**config.mk**
```make
export PLATFORM = sky130hd
export DESIGN_NAME = serial_subtractor
export DESIGN_NICKNAME = d
export VERILOG_FILES = /design/src/rtl/serial_subtractor.sv
export SDC_FILE = /design/constraint.sdc
export NUM_CORES = 1
export LEC_CHECK = 0
export BUFFER_PORTS_ARGS = -buffer_cell sky130_fd_sc_hd__buf_2
export CAP_MARGIN = 20
export CELL_PAD_IN_SITES_DETAIL_PLACEMENT = 2
export CELL_PAD_IN_SITES_GLOBAL_PLACEMENT = 2
export CORE_MARGIN = 3
export CORE_UTILIZATION = 38
export CTS_CLUSTER_SIZE = 8
export DETAILED_ROUTE_END_ITERATION = 6
export PLACE_DENSITY_LB_ADDON = 0.1
export SYNTH_ARGS = -nofsm -noshare
export SYNTH_HDL_FRONTEND = slang
export SYNTH_SLANG_ARGS = --single-unit
```
**constraint.sdc**
```tcl
create_clock -name clk -period 4.2 [get_ports clk]
set_input_delay 0.21 -clock clk [delete_from_list [all_inputs] [get_ports clk]]
set_output_delay 0.21 -clock clk [all_outputs]
set_load 0.03 [all_outputs]
```
**src/rtl/serial_subtractor.sv**
```systemverilog
// Bit-serial A - B - Bin, LSB first; done pulses WIDTH cycles after the accepting edge.
// start is sampled only in IDLE (ignored while busy or done); Diff/Bout hold until the next completion.
module serial_subtractor #(
   parameter int WIDTH = 8
) (
   input  logic             clk,
   input  logic             reset,
   input  logic             start,
   input  logic [WIDTH-1:0] A,
   input  logic [WIDTH-1:0] B,
   input  logic             Bin,
   output logic             busy,
   output logic             done,
   output logic [WIDTH-1:0] Diff,
   output logic             Bout
);

   localparam int CW = $clog2(WIDTH + 1);
   localparam logic [CW-1:0] LAST = CW'(WIDTH - 1);

   typedef enum logic [1:0] {
      IDLE  = 2'd0,
      SHIFT = 2'd1,
      DONE  = 2'd2
   } state_t;

   state_t           state;
   state_t           state_nxt;
   logic [WIDTH-1:0] a_sh;
   logic [WIDTH-1:0] b_sh;
   logic [WIDTH-1:0] res_sh;
   logic             br;
   logic [CW-1:0]    cnt;
   logic             d_bit;
   logic             br_nxt;
   logic             last_slice;

   // One full-subtractor slice on the current LSBs of the operand shifters.
   assign d_bit      = a_sh[0] ^ b_sh[0] ^ br;
   assign br_nxt     = (~a_sh[0] & b_sh[0]) | (~(a_sh[0] ^ b_sh[0]) & br);
   assign last_slice = (cnt == LAST);

   assign busy = (state == SHIFT);
   assign done = (state == DONE);

   always_ff @(posedge clk or posedge reset) begin
      if (reset) begin
         state <= IDLE;
      end else begin
         state <= state_nxt;
      end
   end

   always_comb begin
      state_nxt = state;
      unique case (state)
         IDLE: begin
            if (start) begin
               state_nxt = SHIFT;
            end
         end
         SHIFT: begin
            if (last_slice) begin
               state_nxt = DONE;
            end
         end
         DONE: begin
            state_nxt = IDLE;
         end
         default: begin
            state_nxt = IDLE;
         end
      endcase
   end

   always_ff @(posedge clk or posedge reset) begin
      if (reset) begin
         a_sh   <= '0;
         b_sh   <= '0;
         res_sh <= '0;
         br     <= 1'b0;
         cnt    <= '0;
         Diff   <= '0;
         Bout   <= 1'b0;
      end else begin
         unique case (state)
            IDLE: begin
               if (start) begin
                  a_sh   <= A;
                  b_sh   <= B;
                  br     <= Bin;
                  res_sh <= '0;
                  cnt    <= '0;
               end
            end
            SHIFT: begin
               a_sh   <= a_sh >> 1;
               b_sh   <= b_sh >> 1;
               res_sh <= {d_bit, res_sh[WIDTH-1:1]};
               br     <= br_nxt;
               cnt    <= cnt + CW'(1);
               // Final slice: publish the full result on the same edge that enters DONE.
               if (last_slice) begin
                  Diff <= {d_bit, res_sh[WIDTH-1:1]};
                  Bout <= br_nxt;
               end
            end
            default: begin
            end
         endcase
      end
   end

endmodule

```
-- Word-level counts from Yosys, hierarchy flattened
Cells that the tools add are included.
- register bits after elaboration: 40
- bits in latches: 0
- RAM bits: 0
- memory bits (read-only): 0
- bits of input ports: 20
- output and inout port bits: 11
- word-level logic and storage cells: 39
- memories: 0
- $add $sub $neg: 1
- multipliers: 0
- div/mod/pow operators: 0
- magnitude comparators: 0
- equal/unequal tests: 5
- shifts and indexed selects: 0
- muxes and demuxes: 13
- bitwise operators: 7
- reduce and logical (&&, ||, !) cells: 5
- operator list (kind ; count):
    case mux 8 bit (2 select lines) ; 3
    two-way mux 8 bit ; 3
    case mux 4 bit (2 select lines) ; 1
    AND reduction 2 bit ; 3
    adder 4 x 1 -> 4 bit (second input constant) ; 1
    == test 4 x 3 -> 1 bit (second input constant) ; 1
    two-way mux 2 bit ; 2
    two-way mux 4 bit ; 1
    case mux 2 bit (2 select lines) ; 1
    bitwise AND 1 bit ; 2
    == test 2 x 1 -> 1 bit (second input constant) ; 1
    == test 2 bit (second input constant) ; 1
    logical NOT 2 bit ; 1
    inequality test 2 x 1 -> 1 bit (second input constant) ; 1
    inequality test 2 bit (second input constant) ; 1
    NOT 1 bit ; 2
    case mux 1 bit (2 select lines) ; 1
    nonzero test 2 bit ; 1
    bitwise XOR 1 bit ; 2
    two-way mux 1 bit ; 1
    bitwise OR 1 bit ; 1

-- Logic depth before layout (Yosys ltp)
- word-level depth: 5
- depth in mapped cells: 5
- depth with buffers taken out: 5

-- Worst setup path after synthesis
No wires, ideal clock.
- path kind: reg2reg
- start: register cnt[0]
- end: register Diff[0]
- arrival time: 1288 ps
- setup slack: 2787 ps
- cell stages (with the launch flop): 6
- buffers on the path: 1
- clock period less this slack: 1413 ps
- cell sequence: dfrtp_1 > ha_1 > nand2_1 > nor3b_2 > buf_6 > mux2_2
- word-level cells in the longest chain between the ends: 2
- ends and longest elaborated chain (item ; RTL line ; source):
    start: declaration ; 33 ; logic [CW-1:0] cnt;
    start signal: assignment ; 101 ; cnt <= cnt + CW'(1);
    == test 4 x 3 -> 1 bit ; 41 ; assign last_slice = (cnt == LAST);
    AND reduction 2 bit (no source line) ; n/a ;
    end signal: assignment ; 104 ; Diff <= {d_bit, res_sh[WIDTH-1:1]};
    end: declaration ; 14 ; output logic [WIDTH-1:0] Diff,
No other way between the ends.
A chain may end at the register's enable or synchronous reset.

-- Worst setup path after layout
- start: register state[1]
- end: register Diff[1]
- word-level cells in the longest chain between the ends: 2
- ends and longest elaborated chain (item ; RTL line ; source):
    start: declaration ; 27 ; state_t state;
    start signal: assignment ; 50 ; state <= state_nxt;
    == test 2 x 1 -> 1 bit ; 86 ; unique case (state)
    AND reduction 2 bit (no source line) ; n/a ;
No other way between the ends.

==> results.md <==
- For this run, design rule violations remaining after detail routing come to 0.
- Once the floorplan was initialized, standard cells occupied 41.06% of the core.
- The number of hold buffers added after cts is 0.
- The cell sitting at the root of the clock tree is a clkbuf_8.
- 0 antenna diodes ended up in the layout.
- The peak supply drop is 0.3009 mV.
- The number of fill cells in the layout is 437.
- In this run the tightest slew margin relative to its limit is 45.72%.
- The setup TNS is 0 ns.
- The final count of hold timing violations is 0.
- Yosys printed 0 warnings.
- The die boundary height is 72.92 µm.
- The clock net in this run drives a total of 39 sinks.
- The site row count is 23.
- The fraction of final layout cells sized beyond drive strength 1 is 29.21%.
- In the final routed layout, each cell accounts on average for 18.75 µm.
- Entering global routing, the biggest net connects 40 pins.
- The synthesized netlist devotes 16.91% of its cell area to compound gates.
- The cell taking the most area after synthesis is dfrtp_1.
- The area of combinational cells with multiple inputs is 654.4 µm².
- Before antenna repair, the detailed router went through 4 iterations.
- The highest achievable clock rate is 411.1 MHz.
- The average size of a mapped cell is 11.58 µm².
- The count of port buffers added during placement is 30.
- The start-to-end type of the worst setup path is flip-flop to flip-flop.
- The number of vias per cell is 5.478.
- The number of post-CTS setup repair buffers is 0.
- Detailed routing inserted a total of 1249 vias.
- The clock latency of the later-clocked register in the worst-skew pair is 0.30 ns.
- In this run the power density over the cells is 730.9 mW/mm².
- STA classifies the critical path startpoint as a flip-flop.
- Multiplexer cells account for 7.132% of the synthesized area.
- TritonCTS built the clock tree.
- The wire length of the first global-routing pass is 7.396 mm.
- The net count of the mapped netlist is 169.
- Of all nets on the critical path, the largest fanout is 20.
- Sorting the synthesized cells by area gives the leading types as dfrtp_1, mux2_2, a22o_1, and3b_1, a21oi_1.
- The number of pins exceeding their max-slew limit in the final report is 0.
- The post-synthesis share of cell area spent on full adders, half adders and majority gates is 1.912%.
- The area of the core region is 0.004144 mm².
- The area share of the largest cell type after synthesis is 57.35%.
- 31 I/O pins were placed.
- The final routed wirelength across all metal layers is 4.274 mm.
- The detailed router finished its first iteration with 49 violations.
- The die covers 0.005317 mm².
- Setup violations remaining at the end of the flow were counted as 0.
- The cell count of the worst reg-to-reg path is 3.
- The simple-gate portion of the synthesized area is 12.50%.
- The end-of-flow core utilization is 48.49%.
- The number of buffers added by the clock tree synthesis step is 5.
- The largest buffer count on any clock path is 2.
- For this run, the register share of the synthesized area comes to 57.35%.
- The overall global routing resource usage is 18.42%.
- The remaining antenna violation count is 0.
- The flow ran to the end, and the final reports show no timing, DRC or antenna violations.
- The worst hold path belongs to the class primary input to asynchronous set/reset pin.
- The dominant combinational cell family by area after synthesis is compound AO/OA/AOI/OAI gates.
- The via count of the first global-routing pass was 1401.
- The number of max-cap violations is 0.
- The global placement routability congestion is 0.7059.
- The fraction of the cycle the final worst path needs is 57.92%.
- In this run the number of H-tree levels came out at 2.
- The final worst clock skew is 0.006906 ns.
- The arrival time at the worst endpoint is 2.62 ns.
- Summed over all cells, the static leakage comes to 1.007 nW.
- Synthesis produced a netlist whose cell count is 147.
- The required time at the worst-slack endpoint is 4.38 ns.
- The mapped netlist covers 0.001702 mm².
- The initial antenna violation count is 0.
- The synthesized design contains 39 register bits.
- The global route total overflow is 0.
- The area growth from synthesis to layout is 18.09%.
- After clock tree synthesis, the repair step resized 0 gates.
- For the pin with the worst max-slew slack, the measured transition is 0.8107 ns.
- Subtracting the final worst setup slack from the clock period gives 2.433 ns.
- The net count of the finished layout is 199.
- The clock transition at the registers of the reported paths is 0.08 ns.
- The horizontal die dimension is 72.92 µm.
- The endpoint class of the critical path is a flip-flop.
- The reg2reg setup slack is 1.77 ns.
- Summing the areas of all xor and xnor instances in the mapped netlist gives 0% of the synthesized area.
- Setup repair after global routing left no endpoint under its margin.
- The wire-length estimate of the detail-placed layout is 2.786 mm.
- In the final layout, flip-flops and latches occupy 975.9 µm².
- The synthesized netlist contains 25 unique library cells.
-- per-stage QoR --
step	hold WS (ns)	setup WS (ns)	area, µm²	instances	power, mW
after floorplan	0.3425	2.787	1702	147	0.9859
after global placement	0.3441	1.850	1877	219	1.096
after detailed placement	0.3673	1.706	1877	219	1.142
after CTS	0.04117	1.690	1994	227	1.479
after global routing	0.07522	1.557	2009	228	1.585
final	0.01651	1.767	2009	228	1.469
-- Yosys cell counts --
master and instances:
clkbuf_1 3, fa_1 1, nand2b_1 1, o22ai_1 2, dfrtp_1 39, ha_1 1, a31oi_1 1, nor3b_2 1
a22o_1 11, and3b_1 11, a21oi_1 13, nor2b_1 4, a41oi_1 1, mux2i_1 2, o21bai_2 1, buf_2 6
nand3_1 1, a22oi_1 3, nand2_1 15, inv_1 5, o21ai_0 13, nor2_1 1, mux2_2 9, buf_6 1
and2b_1 1
-- state kept, by name (all words and copies together), names as in the netlist --
name    cells
state       2
cnt         4
Bout        1
b_sh        8
a_sh        8
Diff        8
res_sh      7
br          1
-- where the power goes --
group	total [mW]	switching, mW	internal, mW	leakage (nW)
sequential	0.623	0.105	0.518	0.502
clock	0.329	0.137	0.192	0.0612
combinational	0.517	0.299	0.218	0.444
-- layout make-up --
type / count / area share, %
sequential: 39 / 48.57
timing repair buffer: 33 / 8.966
tap: 50 / 3.113
clock buffer: 6 / 4.110
clock inverter: 2 / 1.743
inverter: 5 / 0.9340
multi-input combinational: 93 / 32.57
-- path summary, 6_finish.rpt --
kind                          start      end
setup / recovery           state[1]  Diff[1]
hold / removal                reset  Diff[5]
setup reg to reg           state[1]  Diff[1]
hold reg to reg             b_sh[6]  b_sh[6]
max in group asynchronous     reset  a_sh[3]
min in group clk               B[7]  b_sh[7]
-- kinds of logic (layout without fill, tap and decap cells) --
| logic type | count (synthesis) | in the layout |
|---|---|---|
| buffers and inverters | 15 | 46 |
| adder cells (fa/ha/maj) | 2 | 2 |
| AO/OA/AOI/OAI | 45 | 45 |
| flip-flops | 39 | 39 |
| multiplexers | 11 | 11 |
| AND/OR/NAND/NOR | 35 | 35 |
-- critical path: stages, from the launching register on --
cell	delay, ns
dfrtp_1	0.60
and2b_1	0.55
nor3b_2	0.75
mux2_2	0.42
-- metal layers --
metal  GRT usage (%)  vias up  part of all wire, %
met1           26.58      642                   47
li1                -      578                    -
met3           4.959        7                  3.8
met2           27.45       22                   48
met5               0        -                    0
met4           4.918        0                  1.1
-- placed cells by master, fill, tap and decap left out --
master,count
ha_1,1
a31oi_1,1
nor3b_2,1
fa_1,1
clkinv_2,1
buf_2,30
nand2_1,15
and3b_1,11
nor2_1,1
mux2i_1,2
bufinv_16,1
clkbuf_8,6
nand3_1,1
a21oi_1,13
mux2_2,9
buf_4,2
inv_1,5
a41oi_1,1
a22oi_1,3
nand2b_1,1
buf_8,1
and2b_1,1
o22ai_1,2
nor2b_1,4
o21bai_2,1
a22o_1,11
dfrtp_1,39
o21ai_0,13
Power figures use the tool's default switching activity.
